==> config.mk <==
export PLATFORM = sky130hd
export DESIGN_NAME = regfile_writeback_queue
export DESIGN_NICKNAME = d
export VERILOG_FILES = /design/src/rtl/regfile_writeback_queue.sv
export SDC_FILE = /design/constraint.sdc
export NUM_CORES = 1
export LEC_CHECK = 0
export ABC_AREA = 1
export CORE_MARGIN = 5
export CORE_UTILIZATION = 49
export DETAILED_ROUTE_END_ITERATION = 12
export PLACE_DENSITY_LB_ADDON = 0.25
export SYNTH_ARGS = -nofsm -noshare
export SYNTH_HDL_FRONTEND = slang
export SYNTH_SLANG_ARGS = --single-unit
==> constraint.sdc <==
create_clock -name clk -period 2.7 [get_ports clk]
set_input_delay 0.54 -clock clk [delete_from_list [all_inputs] [get_ports clk]]
set_output_delay 0.54 -clock clk [all_outputs]
set_load 0.01 [all_outputs]
==> src/rtl/regfile_writeback_queue.sv <==
// Writeback FIFO that drains at most one entry per cycle onto a single register-file write port.
// Build with WBQ_BYPASS_EN defined to forward pending data to the two read ports.
module regfile_writeback_queue #(
    parameter int DEPTH  = 4,
    parameter int ADDR_W = 8,
    parameter int DATA_W = 16
) (
    input  logic                   clk,
    input  logic                   rst,
    input  logic                   in_valid,
    output logic                   in_ready,
    input  logic [ADDR_W-1:0]      in_addr,
    input  logic [DATA_W-1:0]      in_data,
    input  logic                   wb_stall,
    output logic                   write_en,
    output logic [ADDR_W-1:0]      reg_addr_in,
    output logic [DATA_W-1:0]      data_in,
    input  logic [ADDR_W-1:0]      rd_addr_1,
    input  logic [ADDR_W-1:0]      rd_addr_2,
    output logic                   byp_hit_1,
    output logic [DATA_W-1:0]      byp_data_1,
    output logic                   byp_hit_2,
    output logic [DATA_W-1:0]      byp_data_2,
    output logic [$clog2(DEPTH):0] count,
    output logic                   idle
);
    localparam int PTR_W = $clog2(DEPTH);
    localparam int CNT_W = PTR_W + 1;

    logic [ADDR_W-1:0] addr_mem [DEPTH];
    logic [DATA_W-1:0] data_mem [DEPTH];
    logic [PTR_W-1:0]  rd_ptr;
    logic [PTR_W-1:0]  wr_ptr;
    logic [CNT_W-1:0]  count_q;
    logic              push;
    logic              pop;

    // Handshake: a request transfers on every posedge where in_valid && in_ready.
    // in_ready comes only from registered occupancy, so a same-cycle pop never raises it.
    assign in_ready    = (count_q != CNT_W'(DEPTH));
    assign push        = in_valid && in_ready;
    assign write_en    = (count_q != '0) && !wb_stall;
    assign pop         = write_en;
    assign reg_addr_in = addr_mem[rd_ptr];
    assign data_in     = data_mem[rd_ptr];
    assign count       = count_q;
    assign idle        = (count_q == '0);

    always_ff @(posedge clk) begin
        if (rst) begin
            rd_ptr  <= '0;
            wr_ptr  <= '0;
            count_q <= '0;
        end else begin
            if (push) wr_ptr <= wr_ptr + 1'b1;
            if (pop)  rd_ptr <= rd_ptr + 1'b1;
            if (push && !pop)
                count_q <= count_q + 1'b1;
            else if (pop && !push)
                count_q <= count_q - 1'b1;
        end
    end

    // Storage is deliberately left unreset; only the pointers define validity.
    always_ff @(posedge clk) begin
        if (push) begin
            addr_mem[wr_ptr] <= in_addr;
            data_mem[wr_ptr] <= in_data;
        end
    end

`ifdef WBQ_BYPASS_EN
    // Walk from oldest to youngest so the last match (youngest) wins.
    always_comb begin
        logic [PTR_W-1:0] idx;
        idx        = rd_ptr;
        byp_hit_1  = 1'b0;
        byp_data_1 = '0;
        byp_hit_2  = 1'b0;
        byp_data_2 = '0;
        for (int k = 0; k < DEPTH; k++) begin
            idx = rd_ptr + PTR_W'(k);
            if (CNT_W'(k) < count_q) begin
                if (addr_mem[idx] == rd_addr_1) begin
                    byp_hit_1  = 1'b1;
                    byp_data_1 = data_mem[idx];
                end
                if (addr_mem[idx] == rd_addr_2) begin
                    byp_hit_2  = 1'b1;
                    byp_data_2 = data_mem[idx];
                end
            end
        end
    end
`else
    logic unused_rd_addr;
    assign unused_rd_addr = ^{rd_addr_1, rd_addr_2};
    assign byp_hit_1      = 1'b0;
    assign byp_data_1     = '0;
    assign byp_hit_2      = 1'b0;
    assign byp_data_2     = '0;
`endif

endmodule

==> results.sh <==
export IMPL_h_tree_depth=3
export IMPL_cts_root_buf="clkbuf_8"
export IMPL_grt_pass1_vias=2561
export IMPL_critPathCapture="reg_addr_in[0]"
export IMPL_synthesis_area_um2=4478
export IMPL_worstPathArrival_ns=1.99
export IMPL_num_antenna_cells=0
export IMPL_reg2reg_from="count[0]"
export IMPL_antenna_found_initial=0
export IMPL_drt_iter0_markers=146
export IMPL_hold_buffers=0
export IMPL_hpwl_um=5086
export IMPL_fmax_mhz=395.5
export IMPL_io_pins=108
export IMPL_hold_viol=0
export IMPL_synth_edf_count=96
export IMPL_cts_resized_gates=0
export IMPL_async_flop_share_pct=0
export IMPL_final_nets=454
export IMPL_port_buffers=57
export IMPL_finalCriticalPeriod_ns=2.529
export IMPL_avgSynthCellArea_um2=13.29
export IMPL_maxSlewViolCount=0
export IMPL_vias_per_cell=5.002
export IMPL_reg2reg_slack_ns=0.67
export IMPL_ys_seq_area_share_pct=68.40
export IMPL_start_util_pct=50.85
export IMPL_ir_drop_mv=0.4426
export IMPL_p_total_uw=4480
export IMPL_grt_overflow_total=0
export IMPL_placement_rows=34
export IMPL_cts_setup_buffers=0
export IMPL_cts_sinks=105
export IMPL_min_from="rd_ptr[0]"
export IMPL_synth_cell_types=22
export IMPL_fin_skew_ns=0.01263
export IMPL_start_kind="register"
export IMPL_synthTopCellsByCount="edfxtp_1 (96), o21ai_0 (46), nor2_1 (37)"
export IMPL_wl_um=7714
export IMPL_rsz0062_at_grt="false"
export IMPL_place_area_um2=5079
export IMPL_cts_made_buffers=9
export IMPL_vias=2586
export IMPL_p_leak_uw=0.001878
export IMPL_synth_warnings=0
export IMPL_synth_top_cell_by_area="edfxtp_1"
export IMPL_clk_pin_slew_worst_paths_ns=0.10
export IMPL_grt_max_degree=31
export IMPL_end_kind="primary output"
export IMPL_r2r_cells=12
export IMPL_drc_errors=0
export IMPL_die_h_um=105.6
export IMPL_gp_congestion=0.7076
export IMPL_finalSetupTns_ns=0
export IMPL_required_ns=2.16
export IMPL_fin_area_um2=5273
export IMPL_core_um2=8806
export IMPL_grt_total_usage_pct=14.19
export IMPL_dr_pass1_iters=4
export IMPL_crit_fanout=24
export IMPL_ys_top_cells_by_area="edfxtp_1 (64%), buf_4 (5.9%), o22ai_2 (5.6%), o21ai_0 (5.1%), dfxtp_1 (4.0%)"
export IMPL_yosysTopAreaCellShare_pct=64.38
export IMPL_grt_pass1_wl_um=12360
export IMPL_max_cap_violations=0
export IMPL_post_drt_wl_per_cell_um=14.92
export IMPL_r2r_end="count[2]"
export IMPL_path_class="register to primary output"
export IMPL_ys_ff_latch=105
export IMPL_drtAntennaViolNets=0
export IMPL_cts_tree="done"
export IMPL_synth_cells=337
export IMPL_drive_above_1_share_pct=18.34
export IMPL_clk_latency_ns=0.35
export IMPL_die_w_um=105.6
export IMPL_finalSetupViolCount=0
export IMPL_ys_flop_type="edfxtp_1"
export IMPL_cts_path_max_buffers=2
export IMPL_yosysMostFrequentCell="edfxtp_1"
export IMPL_hold_class="register to register"
export IMPL_status="finished, final reports clean"
export IMPL_fp_dieArea_um2=11150
export IMPL_power_density_nw_per_um2=849.7
export IMPL_synthToLayoutAreaGrowth_pct=17.74
export IMPL_fin_crit_sh_pct=93.65
-- report_power, final --
| part | leakage (uW) | total (uW) | internal [uW] | switching (uW) |
|---|---|---|---|---|
| sequential | 0.000954 | 2040 | 1980 | 65.5 |
| combinational | 0.000834 | 1510 | 685 | 822 |
| clock | 0.0000905 | 929 | 431 | 498 |
| total | 0.00188 | 4480 | 3090 | 1390 |
-- kinds of logic after synthesis --
logic type	count (synthesis)	share of synthesized area, %
other cells	1	0.08374
flops	105	68.40
buf+inv	69	9.472
simple gates	75	7.684
compound gates	81	12.52
fa+ha+maj	6	1.844
-- per-stage QoR --
stage               util (%)  cells  worst slack [ns]  hold slack (ns)
floorplan                  -    370            0.3692           0.4490
global placement       57.67    501            0.3089           0.4601
detailed placement     57.67    501            0.2740           0.4651
CTS                    59.88    517            0.1349           0.4809
global route           59.88    517           0.05424           0.5022
finish                 59.88    517            0.1713           0.4812
-- cell usage in the layout (no fill, tap or decap), drive strengths merged --
cell           Yosys  final
clkinv             0      2
nor2              57     57
o22ai             24     24
clkdlybuf4s50      0     57
dfxtp              9      9
nand3b             1      1
edfxtp            96     96
clkinvlp           0      2
a21oi              7      7
inv               21     22
ha                 5      5
clkbuf             1     10
conb               1     34
o21ai             50     50
nand3              5      5
bufinv             0      1
nand4              1      1
fa                 1      1
nand2             11     11
buf               47     14
-- flip-flops by register name, summed over array words and instances, names as in the netlist, named ones only --
| name | count |
|---|---|
| count | 3 |
| rd_ptr | 2 |
| wr_ptr | 2 |
| data_mem | 64 |
| addr_mem | 32 |
-- final cells by class --
class	instances	area, um^2
multi-input combinational	196	1125
clock inverter	6	66.31
clock buffer	10	127.6
timing repair buffer	71	675.6
sequential	105	3064
inverter	21	78.83
fill	709	3533
tap	108	135.1
-- routing by layer --
layer / wire length [um] / part of all wire [%] / up-vias / track usage, %
li1: - / - / 1260 / -
met1: 3162 / 41 / 1231 / 17.20
met2: 3995 / 52 / 87 / 25.27
met3: 477 / 6.2 / 8 / 3.178
met4: 79 / 1.0 / 0 / 4.440
met5: 0 / 0 / - / 0
-- worst max-delay path, cell delays in order (launching register included) --
cell and delay (ns):
dfxtp_1 0.35, inv_2 0.34, o21ai_1 0.13, o22ai_1 0.22, clkdlybuf4s50_1 0.59
-- worst min-delay path by stage --
| stage | endpoint | slack [ns] | depth (start not counted) |
|---|---|---|---|
| finish | rd_ptr[0] | 0.48 | 2 |
| floorplan | register | 0.45 | 2 |
| CTS | rd_ptr[0] | 0.48 | 2 |
| global placement | rd_ptr[0] | 0.46 | 2 |
| global route | rd_ptr[0] | 0.50 | 2 |
| detailed placement | rd_ptr[0] | 0.47 | 2 |
Note: power is estimated with default switching activity, not from simulation.
